--- config.mk ---
export PLATFORM = sky130hd
export DESIGN_NAME = bus_read_sequencer
export DESIGN_NICKNAME = d
export VERILOG_FILES = /design/src/rtl/bus_read_sequencer.sv
export SDC_FILE = /design/constraint.sdc
export NUM_CORES = 1
export LEC_CHECK = 0
export BUFFER_PORTS_ARGS = -buffer_cell sky130_fd_sc_hd__buf_2
export CORE_MARGIN = 3
export CORE_UTILIZATION = 48
export CTS_CLUSTER_DIAMETER = 120
export DETAILED_ROUTE_END_ITERATION = 16
export PLACE_DENSITY_LB_ADDON = 0.15
export SYNTH_ARGS = -nofsm -noshare
export SYNTH_HDL_FRONTEND = slang
export SYNTH_SLANG_ARGS = --single-unit
export TNS_END_PERCENT = 1
--- constraint.sdc ---
create_clock -name CLK -period 2.1 [get_ports CLK]
set_input_delay 0.21 -clock CLK [delete_from_list [all_inputs] [get_ports CLK]]
set_output_delay 0.21 -clock CLK [all_outputs]
set_load 0.02 [all_outputs]
--- src/rtl/bus_read_sequencer.sv ---
// Sequences reads from four tri-state bus drivers: enable one driver, let the bus settle, capture, hold for the consumer.
// Optional macro BRS_PARITY_EN widens BUS to 9 bits (odd parity in BUS[8]) and adds the PERR output.
module bus_read_sequencer #(
    parameter int SETTLE = 1
) (
    input  logic       CLK,
    input  logic       CLR,
    input  logic       REQ,
    input  logic [1:0] SEL,
    output logic       RDY,
    output logic [4:1] G,
`ifdef BRS_PARITY_EN
    input  logic [8:0] BUS,
`else
    input  logic [7:0] BUS,
`endif
    output logic [7:0] Q,
    output logic       VALID,
    input  logic       ACK,
`ifdef BRS_PARITY_EN
    output logic       PERR,
`endif
    output logic [1:0] state_dbg
);

    // Handshakes: REQ is taken on an edge where RDY=1; Q is handed over on an edge where VALID=1 and ACK=1.
    typedef enum logic [1:0] {
        IDLE  = 2'd0,
        DRIVE = 2'd1,
        HOLD  = 2'd2
    } state_t;

    state_t     state, state_next;
    logic [3:0] cnt, cnt_next;
    logic [1:0] sel_q, sel_next;
    logic [4:1] g_next;
    logic [7:0] q_next;
    logic       perr_q, perr_next;

    always_ff @(posedge CLK or posedge CLR) begin
        if (CLR) begin
            state  <= IDLE;
            cnt    <= 4'd0;
            sel_q  <= 2'd0;
            G      <= 4'b0000;
            Q      <= 8'h00;
            perr_q <= 1'b0;
        end else begin
            state  <= state_next;
            cnt    <= cnt_next;
            sel_q  <= sel_next;
            G      <= g_next;
            Q      <= q_next;
            perr_q <= perr_next;
        end
    end

    always_comb begin
        state_next = state;
        cnt_next   = cnt;
        sel_next   = sel_q;
        q_next     = Q;
        perr_next  = perr_q;
        case (state)
            IDLE: begin
                if (REQ) begin
                    state_next = DRIVE;
                    sel_next   = SEL;
                    cnt_next   = 4'(SETTLE);
                end
            end
            DRIVE: begin
                cnt_next = cnt - 4'd1;
                if (cnt == 4'd1) begin
                    state_next = HOLD;
                    q_next     = BUS[7:0];
`ifdef BRS_PARITY_EN
                    perr_next  = ~^BUS;
`endif
                end
            end
            HOLD: begin
                if (ACK) begin
                    state_next = IDLE;
                    perr_next  = 1'b0;
                end
            end
            default: state_next = IDLE;
        endcase
        // Enables are registered from the next state so G never glitches and is one-hot by construction.
        g_next = (state_next == DRIVE) ? (4'b0001 << sel_next) : 4'b0000;
    end

    assign RDY       = (state == IDLE);
    assign VALID     = (state == HOLD);
    assign state_dbg = state;

`ifdef BRS_PARITY_EN
    assign PERR = perr_q;
`else
    logic unused_perr;
    assign unused_perr = perr_q;
`endif

endmodule

==> reports/metrics.csv <==
stage,metric,value,unit
die,core-area,0.001629,sq mm
run_status,outcome,"finished, final reports clean",
timing,relSlewSlack,0.5183,
die,boundaryPins,30,
grt,antenna_found_initial,0,
cells_and_area,nets,116,
die,die_y,49.20,microns
cells_and_area,syn2layout_area_growth,20.81,%
power,power.density,1656,mW/mm^2
placed_design,io_buffers,29,
route,avgRoutedWirePerCell,12.78,microns
setup_path,end_kind,flop,
die,num_rows,14,
die,dieArea,0.002421,sq mm
setup_path,worstReg2RegStart,cnt[1],
power,total_power,1.792,mW
route,via_per_inst,5.041,
grt,grt_pass1_wl,2732,microns
placed_design,gp_congestion,0.8143,
timing,max_freq,0.6270,GHz
setup_path,crit_fanout,9,
cells_and_area,fin_util,0.6644,
cells_and_area,drive_gt1_frac,0.4592,
timing,rsz0062_at_grt,no,
logic_synthesis,syn-num-nets,83,
route,wl,1559,microns
clock_network,tritoncts,done,
setup_path,rrSetupSlack,0.51,ns
cells_and_area,antenna_cells,0,
grt,grt_max_degree,21,
timing,worst_pin_slew,0.7218,ns
logic_synthesis,synth_area,895.9,sq um
clock_network,root_buffer,clkbuf_4,
setup_path,ff2ff_path_depth,5,
timing,clock_skew,0.004570,ns
logic_synthesis,synth_seq_cells,20,
logic_synthesis,syn_inst,67,
clock_network,ctsResizeCount,0,
clock_network,hold_buffers,0,
hold_path,min-delay-path-class,in -> async,
clock_network,cts_setup_buffers,0,
setup_path,required,2.28,ns
clock_network,clock-sinks,20,
logic_synthesis,yosys_warnings,0,
timing,holdWs,0.01762,ns
grt,grt_pass1_vias,631,
route,dr.pass1.iters,3,
route,drt_iter0_markers,4,
timing,finalHoldViolCount,0,
timing,setup-violations-final,0,
clock_network,clkTransAtPathRegs,0.10,ns
route,ant_nets,0,
clock_network,clock_path_buffers,2,
timing,fin_tns_setup,0,ns
cells_and_area,final_common_cell,buf_2,
timing,min_period,1.595,ns
placed_design,dp_hpwl,1222,microns
logic_synthesis,synthDistinctLibCells,26,
die,start_util,0.5499,
setup_path,worstSetupStartpointType,flop,
setup_path,r2r-end,Q[5],
grt,grt-ovfl-total,0,
clock_network,numCtsBuffers,3,
timing,drv_slew,0,
die,die_w,49.20,microns
timing,min_period_over_period,0.7595,
clock_network,cts.htree.levels,1,
cells_and_area,mostFrequentLayoutCells,"buf_2 (29), dfrtp_1 (20), mux2_4 (8), inv_1 (6), nand2_1 (4)",
logic_synthesis,avgSynthCellArea,13.37,sq um
setup_path,path_class,reg -> reg,
power,cellLeakagePower,0.5781,nW
clock_network,worstSkewPairLatency,0.29,ns
power,ir_worst_vdd,1.146,mV
grt,grt_usage,0.1467,
route,route.detailed.drc,0,
setup_path,arrival,1.78,ns
route,vias,615,
logic_synthesis,seq_area_frac_synth,0.5587,
flow_run,cap_violations,0,
-- per-stage QoR --
stage / worst slack (ns) / area (sq um) / instances
floorplan: 0.6342 / 895.9 / 67
CTS: 0.4960 / 1082 / 122
detailed placement: 0.5263 / 1060 / 119
global placement: 0.5971 / 1060 / 119
finish: 0.5051 / 1082 / 122
global route: 0.4211 / 1082 / 122
-- where the power goes --
group | internal (mW) | leakage, nW | switching, mW | total, mW
Sequential | 0.573 | 0.244 | 0.144 | 0.717
Clock | 0.0667 | 0.0138 | 0.105 | 0.172
Combinational | 0.437 | 0.320 | 0.466 | 0.904
-- logic make-up (layout without fill, tap and decap cells) --
group / Yosys count / in the layout / synth area share
buffers and inverters: 7 / 38 / 0.03771
adder cells (fa/ha/maj): 2 / 2 / 0.02793
flip-flops: 20 / 20 / 0.5587
AO/OA/AOI/OAI: 12 / 12 / 0.09637
AND/OR/NAND/NOR: 16 / 16 / 0.1201
multiplexers: 10 / 10 / 0.1592
-- flip-flops by register name (all words and copies together) (netlist names) --
| name | count |
|---|---|
| state_dbg | 2 |
| G | 4 |
| sel_q | 2 |
| Q | 8 |
| cnt | 4 |
-- per-layer routing --
metal,GRT usage,part of all wire,vias to the layer above
li1,-,-,300
met4,0.02844,0,0
met2,0.2500,0.51,17
met1,0.1696,0.43,298
met3,0.06422,0.066,0
met5,0,0,-
-- worst max-delay path: stages (launching register included) --
cell      delay, ns
dfrtp_1        0.40
inv_1          0.08
ha_1           0.15
nor3b_2        0.35
nand2b_4       0.19
mux2_4         0.33
-- cell type report --
type	count	area (sq um)
flip-flops and latches	20	500.5
inverters	6	22.52
clock buffers	3	22.52
repair buffers	29	145.1
fillers	129	546.8
well taps	24	30.03
multi-input cells	40	361.6
-- synthesized netlist by cell type --
master	n	area (sq um)
o21ai_1	3	15.01
or3_1	1	6.260
a32o_1	2	20.02
buf_6	1	11.26
nand2b_2	1	8.760
mux2_4	8	120.1
o311ai_1	1	8.760
nor2_1	2	7.510
nor3b_1	2	15.01
inv_1	6	22.52
a21o_1	1	7.510
nand2_1	4	15.01
nand2b_1	1	6.260
ha_1	2	25.02
a21oi_1	1	5.000
nand3_1	1	5.000
a22o_1	1	8.760
o21bai_1	1	7.510
mux2_1	1	11.26
mux2_2	1	11.26
o21ai_0	1	5.000
nor3_1	1	5.000
o2bb2ai_1	1	8.760
nor3b_2	2	25.02
dfrtp_1	20	500.5
nand2b_4	1	13.76
-- worst max path at each step --
stage | start | end | slack, ns | cells past startpoint
final | cnt[1] | Q[5] | 0.51 | 5
after global routing | cnt[1] | Q[6] | 0.42 | 5
after CTS | cnt[1] | Q[0] | 0.50 | 5
after detailed placement | cnt[1] | Q[6] | 0.53 | 5
after global placement | cnt[1] | Q[5] | 0.60 | 5
after floorplan | cnt[1] | Q[0] | 0.63 | 6
(Power assumes the default switching activity.)
